<file path="src/rtl/ss_count_monitor.sv">
// Lock monitor for a free-running FIRST..LAST counter: acquires lock after
// LOCK_CNT consecutive correct steps, then flags wraps, losses and bad samples.
module ss_count_monitor #(
  parameter int WIDTH    = 4,
  parameter int FIRST    = 0,
  parameter int LAST     = 15,
  parameter int LOCK_CNT = 3,
  parameter int ERR_W    = 8
) (
  input  logic             clk,
  input  logic             rst_n,
  input  logic [WIDTH-1:0] count,
  input  logic             clr_err,
  output logic             locked,
  output logic             wrap,
  output logic             lost,
  output logic             illegal,
  output logic [ERR_W-1:0] err_cnt,
  output logic [1:0]       dbg_state_o
);

  localparam int RUN_W = (LOCK_CNT < 2) ? 1 : $clog2(LOCK_CNT + 1);
  localparam logic [WIDTH-1:0] FIRST_V = WIDTH'(FIRST);
  localparam logic [WIDTH-1:0] LAST_V  = WIDTH'(LAST);
  localparam logic [RUN_W-1:0] LOCK_V  = RUN_W'(LOCK_CNT);

  typedef enum logic [1:0] {
    ST_IDLE    = 2'd0,
    ST_ACQUIRE = 2'd1,
    ST_LOCKED  = 2'd2
  } state_e;

  state_e             state_q, state_d;
  logic [WIDTH-1:0]   prev_q;
  logic [RUN_W-1:0]   run_q, run_d;
  logic               wrap_q, wrap_d;
  logic               lost_q, lost_d;
  logic               illegal_q, illegal_d;
  logic [ERR_W-1:0]   err_q, err_d;

  logic               above_first, below_last, legal;
  logic [WIDTH-1:0]   exp_val;
  logic               match;
  logic [RUN_W-1:0]   run_inc;

  // Range bounds that span the whole bus collapse to constants, avoiding
  // always-true comparisons.
  if (FIRST == 0) begin : g_lo_open
    assign above_first = 1'b1;
  end else begin : g_lo_cmp
    assign above_first = (count >= FIRST_V);
  end

  if (LAST == (1 << WIDTH) - 1) begin : g_hi_open
    assign below_last = 1'b1;
  end else begin : g_hi_cmp
    assign below_last = (count <= LAST_V);
  end

  assign legal   = above_first & below_last;
  assign exp_val = (prev_q == LAST_V) ? FIRST_V : prev_q + WIDTH'(1);
  assign match   = legal && (count == exp_val);
  assign run_inc = run_q + RUN_W'(1);

  // State register and registered outputs.
  always_ff @(posedge clk) begin
    if (!rst_n) begin
      state_q   <= ST_IDLE;
      prev_q    <= '0;
      run_q     <= '0;
      wrap_q    <= 1'b0;
      lost_q    <= 1'b0;
      illegal_q <= 1'b0;
      err_q     <= '0;
    end else begin
      state_q   <= state_d;
      prev_q    <= count;
      run_q     <= run_d;
      wrap_q    <= wrap_d;
      lost_q    <= lost_d;
      illegal_q <= illegal_d;
      err_q     <= err_d;
    end
  end

  // Next-state logic.
  always_comb begin
    state_d = state_q;
    run_d   = run_q;
    case (state_q)
      ST_IDLE: begin
        state_d = ST_ACQUIRE;
        run_d   = '0;
      end
      ST_ACQUIRE: begin
        if (match) begin
          if (run_inc == LOCK_V) begin
            state_d = ST_LOCKED;
            run_d   = '0;
          end else begin
            run_d = run_inc;
          end
        end else begin
          run_d = '0;
        end
      end
      ST_LOCKED: begin
        if (!match) begin
          state_d = ST_ACQUIRE;
          run_d   = '0;
        end
      end
      default: begin
        state_d = ST_IDLE;
        run_d   = '0;
      end
    endcase
  end

  // Output logic: next values of the registered pulses and error tally.
  always_comb begin
    wrap_d    = (state_q == ST_LOCKED) && match &&
                (prev_q == LAST_V) && (count == FIRST_V);
    lost_d    = (state_q == ST_LOCKED) && !match;
    illegal_d = (state_q != ST_IDLE) && !legal;
    err_d     = err_q;
    if (clr_err) begin
      err_d = '0;
    end else if (lost_d && (err_q != {ERR_W{1'b1}})) begin
      err_d = err_q + ERR_W'(1);
    end
  end

  assign locked      = (state_q == ST_LOCKED);
  assign wrap        = wrap_q;
  assign lost        = lost_q;
  assign illegal     = illegal_q;
  assign err_cnt     = err_q;
  assign dbg_state_o = state_q;

endmodule

</file>
<file path="config.mk">
export PLATFORM = sky130hd
export DESIGN_NAME = ss_count_monitor
export DESIGN_NICKNAME = d
export VERILOG_FILES = /design/src/rtl/ss_count_monitor.sv
export SDC_FILE = /design/constraint.sdc
export NUM_CORES = 1
export LEC_CHECK = 0
export ABC_CLOCK_PERIOD_IN_PS = 2430
export CELL_PAD_IN_SITES_DETAIL_PLACEMENT = 1
export CELL_PAD_IN_SITES_GLOBAL_PLACEMENT = 2
export CORE_MARGIN = 5
export CORE_UTILIZATION = 27
export DETAILED_ROUTE_END_ITERATION = 10
export PLACE_DENSITY = 0.83
export RECOVER_POWER = 50
export REMOVE_ABC_BUFFERS = 1
export SLEW_MARGIN = 0
export SYNTH_ARGS = -nofsm -noshare
export SYNTH_HDL_FRONTEND = slang
export SYNTH_SLANG_ARGS = --single-unit
</file>
<file path="constraint.sdc">
create_clock -name clk -period 2.43 [get_ports clk]
set_input_delay 0.486 -clock clk [delete_from_list [all_inputs] [get_ports clk]]
set_output_delay 0.486 -clock clk [all_outputs]
set_load 0.03 [all_outputs]
</file>
* Word level (Yosys, flattened, before mapping)
Index checks and enable logic that the tools add are counted.
Widths: inputs -> output; s select.
** Storage, ports and cells
- Register bits :: 18
- Logic and storage cells :: 38
** Cells by class
- Add/subtract/negate cells :: 3
- Equal/unequal tests :: 9
- Mux-type cells :: 9
- Bitwise gates (word level) :: 1
- Reduce and logical (&&, ||, !) cells :: 10
** Operator list (count)
- $mux 2 :: 6
- $add 8x1->8 const B :: 1
- $ne 8x8->1 const B :: 1
- $ne 2x2->1 const B :: 3
- $pmux 2 s3 :: 1
- $logic_and 1x1->1 :: 5
- $add 4x1->4 const B :: 1
- $eq 2x2->1 const B :: 2
- $eq 4x4->1 :: 1
- $eq 4x4->1 const B :: 1
- $logic_not 4->1 :: 1
- $mux 4 :: 1
- $pmux 2 s2 :: 1
- $reduce_and 3->1 :: 1
- $add 2x1->2 const B :: 1
- $eq 2x1->1 const B :: 1
- $logic_not 2->1 :: 1
- $reduce_or 2->1 :: 1
- $logic_not 1->1 :: 1
- $not 1->1 :: 1

* Logic depth before layout (Yosys ltp)
- Depth in word-level cells :: 6
- Mapped depth :: 8

* Worst setup path after synthesis
No wires, ideal clock.
- Kind :: reg2reg
- Start point :: register prev_q[0]
- End point :: register err_q[5], in the netlist err_cnt[5]
- Setup time :: 0.070 ns
- Data arrival time :: 1.800 ns
- Setup slack :: 0.559 ns
- Stages on the path, launching flop included :: 9
- Path buffers :: 1
- Clock period less this slack :: 1.871 ns
- Path through :: dfxtp_1 > ha_1 > a21o_1 > a31oi_1 > xor2_1 > o21ai_1 > buf_2 > or3_1 > a21oi_1
** On the way
- Longest elaborated chain between the ends :: 6
- Elaborated cells between the ends (all ways) :: 7
- Classes of those cells :: add/sub: 1; eq/ne: 2; mux: 1; reduce/logical: 3
** RTL lines
- start: declaration :: RTL line 34 : logic [WIDTH-1:0] prev_q;
- start signal: assignment :: RTL line 77 : prev_q <= count;
- $add 4x1->4 / $eq 4x4->1 (equally long branches) :: RTL line 61 : assign exp_val = (prev_q == LAST_V) ? FIRST_V : prev_q + WIDTH'(1);
- $mux 4 (*) :: RTL line 61
- $eq 4x4->1 (*) :: RTL line 62 : assign match = legal && (count == exp_val);
- $logic_not 1->1 (*) :: RTL line 124 : lost_d = (state_q == ST_LOCKED) && !match;
- $logic_and 1x1->1 (*) :: RTL line 124
- $logic_and 1x1->1 (*) :: RTL line 129 : end else if (lost_d && (err_q != {ERR_W{1'b1}})) begin
- end signal: assignment :: RTL line 82 : err_q <= err_d;
- end: declaration :: RTL line 39 : logic [ERR_W-1:0] err_q, err_d;
Every way passes the cells marked *; elsewhere a longest branch is shown, timed or not.
A chain may end at the register's enable or synchronous reset.

* Worst setup path after layout
- Start point :: register prev_q[0]
- End point :: register err_q[7], in the netlist err_cnt[7]
Same word-level chain as after synthesis.

==> results.toml <==
[run_status]
status = "complete, no violations"

[synth]
synthArstFlopShare = 0
synth_top_area_frac = 0.442
ys_seq_elements = 18
synth-edff-count = 0
synth_area_per_cell_sq_um = 8.67
synth_largest_area_cell = "dfxtp_1"
synthCells = 94
synth.lib_cells_used.distinct = 31
yosysSeqAreaShare = 0.442
yosysWarnings = 0
netlist_area_sq_um = 815
ys_top_cells_by_area = "dfxtp_1, nand3_1, and2_1"
synth_ff_type = "dfxtp_1"

[placed_design]
place.port_buffers = 19
gp_congestion = 0.729
post_dp_cell_area_sq_mm = 0.00104
place.detailed.hpwl_microns = 1530

[critical_path]
crit_fanout = 13
cp_num_buf_inv = 1
max_stage_delay_ps = 500
required_ps = 2670
critPathLaunch = "prev_q[0]$_SDFF_PN0_"
start_kind = "flip-flop"
r2r_slack_ps = 220
rr_worst_depth = 8
crit_path_end_kind = "flip-flop"
r2r-start = "prev_q[0]$_SDFF_PN0_"
cp_slowest_cell = "or4_1"
cp_num_cells = 8
crit_path_end = "err_cnt[7]$_SDFFE_PP0P_"
worstPathCellList = "ha_1 > a21o_1 > a31oi_1 > xor2_1 > o21ai_1 > buf_4 > or4_1 > a21oi_1"
arrival_ps = 2450
path_class = "reg2reg"
cpLargestDelayFamily = "compound AO/OA/AOI/OAI gates"
r2r-end = "err_cnt[7]$_SDFFE_PP0P_"

[cells_and_area]
design_area_sq_mm = 0.00108
drive_gt1_frac = 0.0431
syn_to_final_growth_pct = 32.3
antenna_cells = 0
final_nets = 126
postLayoutCoreUtil = 0.362

[power_and_ir_drop]
power.leakage_nw = 0.401
power_density_mw_per_mm2 = 500
ir_drop_mv = 0.247

[timing]
period_share = 0.910
fin_setup_tns_ps = 0
holdWs_ps = 525
slew_violations = 0
setup_violations = 0
clock-skew-final_ps = 1.71
hold_viol_final = 0
layout_min_cycle_time_ps = 2210
rsz0062_at_grt = "false"
clock.fmax_ghz = 0.452

[grt]
grt_overflow = 0
grt_pass1_vias = 782
antenna_found_initial = 0
grt_max_degree = 14
grt_pass1_wl_microns = 3480
grtUsageTotal = 0.106

[detailed_routing]
drtIter0Drc = 30
wirelength_microns = 2060
via_count = 763
route.detailed.drc = 0
routed_via_density = 5.12
wl_per_cell_microns = 13.8
drtAntennaViolNets = 0
dr.pass1.iters = 2

[floorplanning]
ios = 21
die_h_microns = 64.9
core_sq_mm = 0.00298
die_w_microns = 64.9
dieArea_sq_mm = 0.00422
rows = 20
start_util = 0.274

[clock_network]
clockBufferDepth = 2
cts_resized = 0
path_clk_slew_ps = 110
clk_latency_ps = 300
cts-root-buf = "clkbuf_4"
cts_tree = "built"
numCtsBuffers = 3
ctsHtreeMaxLevel = 1
post_cts_buffers = 0
hold_buffers = 0
cts_num_sinks = 18

[run]
cap_viol_max_count = 0

[min_path]
hold_class = "reg2reg"
hold_path.startpoint = "prev_q[3]$_SDFF_PN0_"
==> cell type report <==
class	instances	area (sq um)
clock buffers	4	36.3
multi-input cells	70	427
repair buffers	20	198
fillers	361	1900
flip-flops and latches	18	360
inverters	4	15.0
well taps	33	41.3
==> Yosys cell counts, types with 2 or more instances <==
cell      number
dfxtp_1       18
nand3_1        7
nor2_1         7
a21oi_1        6
o21ai_0        6
and2_1         5
a31oi_1        4
inv_1          4
or3_1          4
nand2_1        3
xnor2_1        3
xor2_1         3
ha_1           2
nand2b_1       2
nand4_1        2
nor2b_1        2
nor4_1         2
==> report_power, final <==
part | leakage, nW | switching [mW] | total (mW) | internal [mW]
Sequential | 0.146 | 0.00511 | 0.305 | 0.300
Clock | 0.0210 | 0.0976 | 0.189 | 0.0915
Combinational | 0.234 | 0.0226 | 0.0443 | 0.0217
Total | 0.401 | 0.125 | 0.538 | 0.413
==> flip-flops by register name (all words and copies together) (netlist names) <==
name and count:
run_q 2, dbg_state_o 2, wrap 1, lost 1
err_cnt 8, prev_q 4
==> metal layers <==
metal  wire length (microns)  GRT usage  part of all wire
met1                     932      0.127              0.45
met2                     976      0.171              0.47
met3                     127     0.0451             0.062
met4                      23     0.0343             0.011
met5                       0          0                 0
==> cell families (layout without fill, tap and decap cells) <==
kind of cell,count (synthesis),count (layout),synth area share
DFF,18,18,0.442
adders and majority gates,2,2,0.0307
buffers and inverters,6,28,0.0338
other,1,1,0.00460
AOI/OAI and AO/OA,23,23,0.172
xor gates and xnor gates,6,6,0.0645
and+or+nand+nor,38,38,0.252
==> worst register-to-register path: cells and delay by family (launching register included) <==
kind	cells	cell delay [ps]
AOI/OAI and AO/OA	4	640
DFF	1	350
buffers and inverters	1	180
adders and majority gates	1	260
and+or+nand+nor	1	500
xor gates and xnor gates	1	220
==> metrics by stage <==
stage / cells / power (mW) / worst slack, ps
finish: 149 / 0.538 / 218
global placement: 145 / 0.356 / 130
CTS: 149 / 0.550 / 202
global route: 149 / 0.569 / 38.8
floorplan: 92 / 0.336 / 414
detailed placement: 145 / 0.357 / 80.1
==> cell usage in the layout, fill, tap and decap left out, drive strengths merged, types with 5 or more instances in the layout <==
master	count
nor2	7
a21oi	6
clkdlybuf4s50	10
nand3	7
o21ai	7
and2	5
dfxtp	18
dlygate4sd3	9
==> worst min path at each step <==
stage | end | slack [ps] | cells past startpoint
detailed placement | wrap$_SDFF_PN0_ | 520 | 2
CTS | wrap$_SDFF_PN0_ | 530 | 2
floorplan | wrap$_SDFF_PN0_ | 460 | 2
global placement | wrap$_SDFF_PN0_ | 490 | 2
global route | wrap$_SDFF_PN0_ | 540 | 2
finish | wrap$_SDFF_PN0_ | 530 | 2
No activity file was read; power rests on OpenSTA's default activity.
==> RTL edit 1 (same flow settings) <==
The parameter `FIRST` goes from 0 to 1.
--- a/src/rtl/ss_count_monitor.sv
+++ b/src/rtl/ss_count_monitor.sv
@@ -3,5 +3,5 @@
 module ss_count_monitor #(
   parameter int WIDTH    = 4,
-  parameter int FIRST    = 0,
+  parameter int FIRST    = 1,
   parameter int LAST     = 15,
   parameter int LOCK_CNT = 3,
Check against the original RTL: not equivalent (Yosys sat finds a counterexample within 4 cycles, from zero or initial values and one cycle with rst_n low).
==> RTL edit 1 against the unedited design <==
- first-iteration DRC count is 40% lower
- clock power is 15% lower
- critical path depth is 5 lower
- synthesized cell count is 9.6% higher
- worst setup slack better by 0.065 ns
- power is 1.4% higher
- sequential cell count is 1 higher
- routed wire length is 17% higher
- synthesized area is 18% higher
- design area is 18% higher
- cell count is 19% higher
- largest cell class unchanged
- largest power group unchanged
- highest routed layer unchanged
==> RTL edit 1: results <==
set metrics [dict create \
    min_path_type "reg2reg" \
    irDropWorstVdd_uv 228 \
    dpl_cell_area_sq_mm 0.00124 \
    cts_resized 0 \
    fillers 406 \
    cts_setup_buffers 0 \
    cts_root_buf "clkbuf_4" \
    clock_skew_ns 0.000870 \
    largest_register_ffs 8 \
    maxCapViolations 0 \
    synthTopCellsByArea "dfxtp_1 (40%), a21oi_2 (5.5%), o21ai_2 (4.6%), nand3_1 (3.6%), or3_1 (3.3%)" \
    grt_use_total_pct 10.8 \
    gp_congestion 0.772 \
    ys_seq_area_share_pct 39.6 \
    hpwl_mm 1.95 \
    vias_per_cell 4.93 \
    diodes 0 \
    drive_gt1_share_pct 16.8 \
    drtIter0Drc 18 \
    clock_path_buffers 2 \
    grt_pass1_vias 942 \
    yosysTopAreaCell "dfxtp_1" \
    grt_max_degree 11 \
    max_stage_delay_ns 0.68 \
    arrival_ns 1.66 \
    wire_per_inst_um 13.6 \
    fin_nets 141 \
    vias 873 \
    clk-insertion-delay-late_ns 0.29 \
    path_clk_slew_ns 0.11 \
    ys_async_sr_fraction_pct 0 \
    cp_top_family "buffers and inverters" \
    cpMaxStageDelayCell "clkdlybuf4s50_1" \
    cp_max_fo 6 \
    first_pass_iters 4 \
    p_leak_nw 0.465 \
    grt_antenna_before_repair 0 \
    htree_levels 1 \
    synth_cell_types 36 \
    outcome "complete, no violations" \
    dp_cells 173 \
    port_buffers 20 \
    synthCells 103 \
    ys.warnings.count 0 \
    grt_pass1_wl_mm 4.33 \
    ys_top_cells_by_count "dfxtp_1 (19), nand2_1 (7), nand3_1 (7), nor2_1 (7), a21oi_2 (6)" \
    cts_buffers 3 \
    tightest_slew_ns 0.455 \
]
[RTL edit 1: layout make-up]
cell class | count | area (sq um) | share of cell area [%]
multi-input combinational | 80 | 554 | 43.7
sequential | 19 | 380 | 30.0
timing repair buffer | 26 | 241 | 19.1
tap | 46 | 57.6 | 4.54
clock buffer | 4 | 26.3 | 2.07
inverter | 2 | 7.51 | 0.592
[RTL edit 1: through the flow]
stage / utilization (%) / setup WS (ns)
after floorplan: - / -0.172
after global placement: 36.7 / 0.196
after detailed placement: 36.7 / 0.138
after CTS: 37.5 / 0.264
after global routing: 37.4 / 0.190
final: 37.4 / 0.283
[RTL edit 1: final timing paths]
| path | slack (ns) | to | start | cells after the start |
|---|---|---|---|---|
| max | 0.28 | locked | dbg_state_o[0]$_SDFFE_PN0P_ | 3 |
| min | 0.52 | err_cnt[0]$_SDFFE_PP0P_ | err_cnt[0]$_SDFFE_PP0P_ | 2 |
| max reg2reg | 0.38 | err_cnt[7]$_SDFFE_PP0P_ | prev_q[0]$_SDFF_PN0_ | 8 |
| min reg2reg | 0.52 | err_cnt[0]$_SDFFE_PP0P_ | err_cnt[0]$_SDFFE_PP0P_ | 2 |
[RTL edit 1: per-layer routing]
metal  vias up  track usage (%)  routed length, um
met3         4             2.17                 58
li1        436                -                  -
met1       424             12.2               1080
met4         0             5.11                 44
met5         -                0                  0
met2         9             19.2               1230
[RTL edit 1: cells by family (layout without fill, tap and decap cells)]
kind of cell    Yosys count  in the layout  synth area share (%)
simple gates             53             53                  32.6
compound gates           21             21                  18.0
fa+ha+maj                 2              2                  2.60
flops                    19             19                  39.6
xor+xnor                  4              4                  3.65
buf+inv                   4             32                  3.65
[RTL edit 1: power by group]
group          internal (W)  switching (W)  leakage [nW]
Clock             0.0000638      0.0000970        0.0150
Sequential         0.000316     0.00000517         0.155
Combinational     0.0000303      0.0000332         0.295
Total              0.000410       0.000135         0.465
[RTL edit 1: worst reg2reg max path, delay by kind of cell, from the launching register on]
family          cells  cell delay, ns
compound gates      2            0.44
xor+xnor            1            0.21
fa+ha+maj           1            0.22
buf+inv             2            0.25
flops               1            0.39
simple gates        2            0.48
==> RTL edit 2 (same flow settings) <==
Made on the original files. Put one more register stage on the output `err_cnt`. The value now appears one clock later. The other outputs are not delayed to match.
--- a/src/rtl/ss_count_monitor.sv
+++ b/src/rtl/ss_count_monitor.sv
@@ -136,5 +136,7 @@
   assign lost        = lost_q;
   assign illegal     = illegal_q;
-  assign err_cnt     = err_q;
+  always_ff @(posedge clk) begin
+    err_cnt <= err_q;
+  end
   assign dbg_state_o = state_q;
 
Formal check against the unedited RTL: not equivalent (a bounded check fails within 10 cycles, from zero or initial values and one cycle with rst_n low).
==> RTL edit 2 against the unedited design <==
- synthesized area rose by 23%
- worst setup slack got worse by 0.032 ns
- utilization barely moved
- via count rose by 7.5%
- sequential cell count rose by 8
- design area rose by 22%
- sequential share of layout area rose by 6.1 points
- power rose by 56%
- routed wire length rose by 8.3%
- largest power group unchanged
==> RTL edit 2: results <==
set metrics [dict create \
    outcome "complete, no violations" \
    clock_skew_ns 0.00301 \
    synth_cell_types 34 \
    cp-startpoint "dbg_state_o[0]$_SDFFE_PN0P_" \
    synth.avg_cell_area_sq_um 9.62 \
    worstHoldPathCells 0 \
    drtIter0Drc 46 \
    arrival_ns 1.76 \
    hpwl_mm 1.72 \
    fin_nets 137 \
    wire_per_inst_um 12.7 \
    hold_start "err_q[5]$_SDFFE_PP0P_" \
    clk-insertion-delay-late_ns 0.27 \
    fillers 442 \
    cp_max_fo 6 \
    grt_pass1_wl_mm 3.84 \
    rr_worst_depth 7 \
    cts_root_buf "clkbuf_8" \
    drive_gt1_share_pct 8.66 \
    grt_antenna_before_repair 0 \
    ys_top_cells_by_count "dfxtp_1 (26), a21oi_1 (6), nand2_1 (6), nor2_1 (6), o21ai_0 (6)" \
    finalNonFillerCells 175 \
    irDropWorstVdd_uv 319 \
    cts_resized 0 \
    grt_use_total_pct 9.35 \
    ys_seq_area_share_pct 52.0 \
    grt_max_degree 16 \
    synthTopCellsByArea "dfxtp_1 (52%), and2_1 (3.1%), a21oi_1 (3.0%), o21ai_0 (3.0%), xnor2_1 (2.6%)" \
    largestRegisters "err_cnt: 8 flops, err_q: 8 flops, prev_q: 4 flops" \
    grt_pass1_vias 843 \
    dp_cells 171 \
    first_pass_iters 4 \
    p_leak_nw 0.491 \
    vias_per_cell 4.69 \
    gp_congestion 0.805 \
]
[RTL edit 2: cell type report]
type | instances | area (sq um) | share of cell area (%)
inverter | 3 | 11.3 | 0.856
sequential | 26 | 520 | 39.6
clock buffer | 3 | 41.3 | 3.14
clock inverter | 1 | 30.0 | 2.28
tap | 48 | 60.1 | 4.57
multi-input combinational | 73 | 450 | 34.3
timing repair buffer | 21 | 201 | 15.3
[RTL edit 2: worst max-delay path, cell delays in order, from the launching register on]
cell and delay [ns]:
dfxtp_1 0.35, nand2b_1 0.26, inv_1 0.18, clkdlybuf4s50_1 0.70
[RTL edit 2: metrics by stage]
step                worst slack [ns]  instance area [sq um]  total power (W)
floorplan                      0.523                    982         0.000471
global placement               0.234                   1250         0.000494
detailed placement             0.147                   1250         0.000496
CTS                            0.154                   1320         0.000861
global route                  0.0696                   1320         0.000886
finish                         0.186                   1320         0.000840
[RTL edit 2: final timing paths]
path	end	slack (ns)
max reg2reg	err_q[5]$_SDFFE_PP0P_	0.34
max	locked	0.19
min	err_cnt[5]$_DFF_P_	0.39
min reg2reg	err_cnt[5]$_DFF_P_	0.39
[RTL edit 2: cells by family (layout without fill, tap and decap cells)]
kind of cell | count (synthesis) | in the layout | share of synthesized area (%)
xor+xnor | 6 | 6 | 5.25
compound gates | 22 | 22 | 13.5
other cells | 1 | 1 | 0.375
flops | 26 | 26 | 52.0
buf+inv | 5 | 28 | 3.00
simple gates | 42 | 42 | 23.4
fa+ha+maj | 2 | 2 | 2.50
[RTL edit 2: where the power goes]
group / internal [W] / total (W) / leakage (nW) / switching [W]
registers: 0.000430 / 0.000436 / 0.211 / 0.00000534
logic: 0.0000233 / 0.0000481 / 0.244 / 0.0000248
clock network: 0.000220 / 0.000357 / 0.0357 / 0.000136
[RTL edit 2: metal layers]
metal	up-vias	wire length [um]	track usage, %
met5	-	0	0
met4	0	16	1.88
met3	2	122	3.69
met2	18	1040	15.7
met1	388	1050	11.4
li1	412	-	-
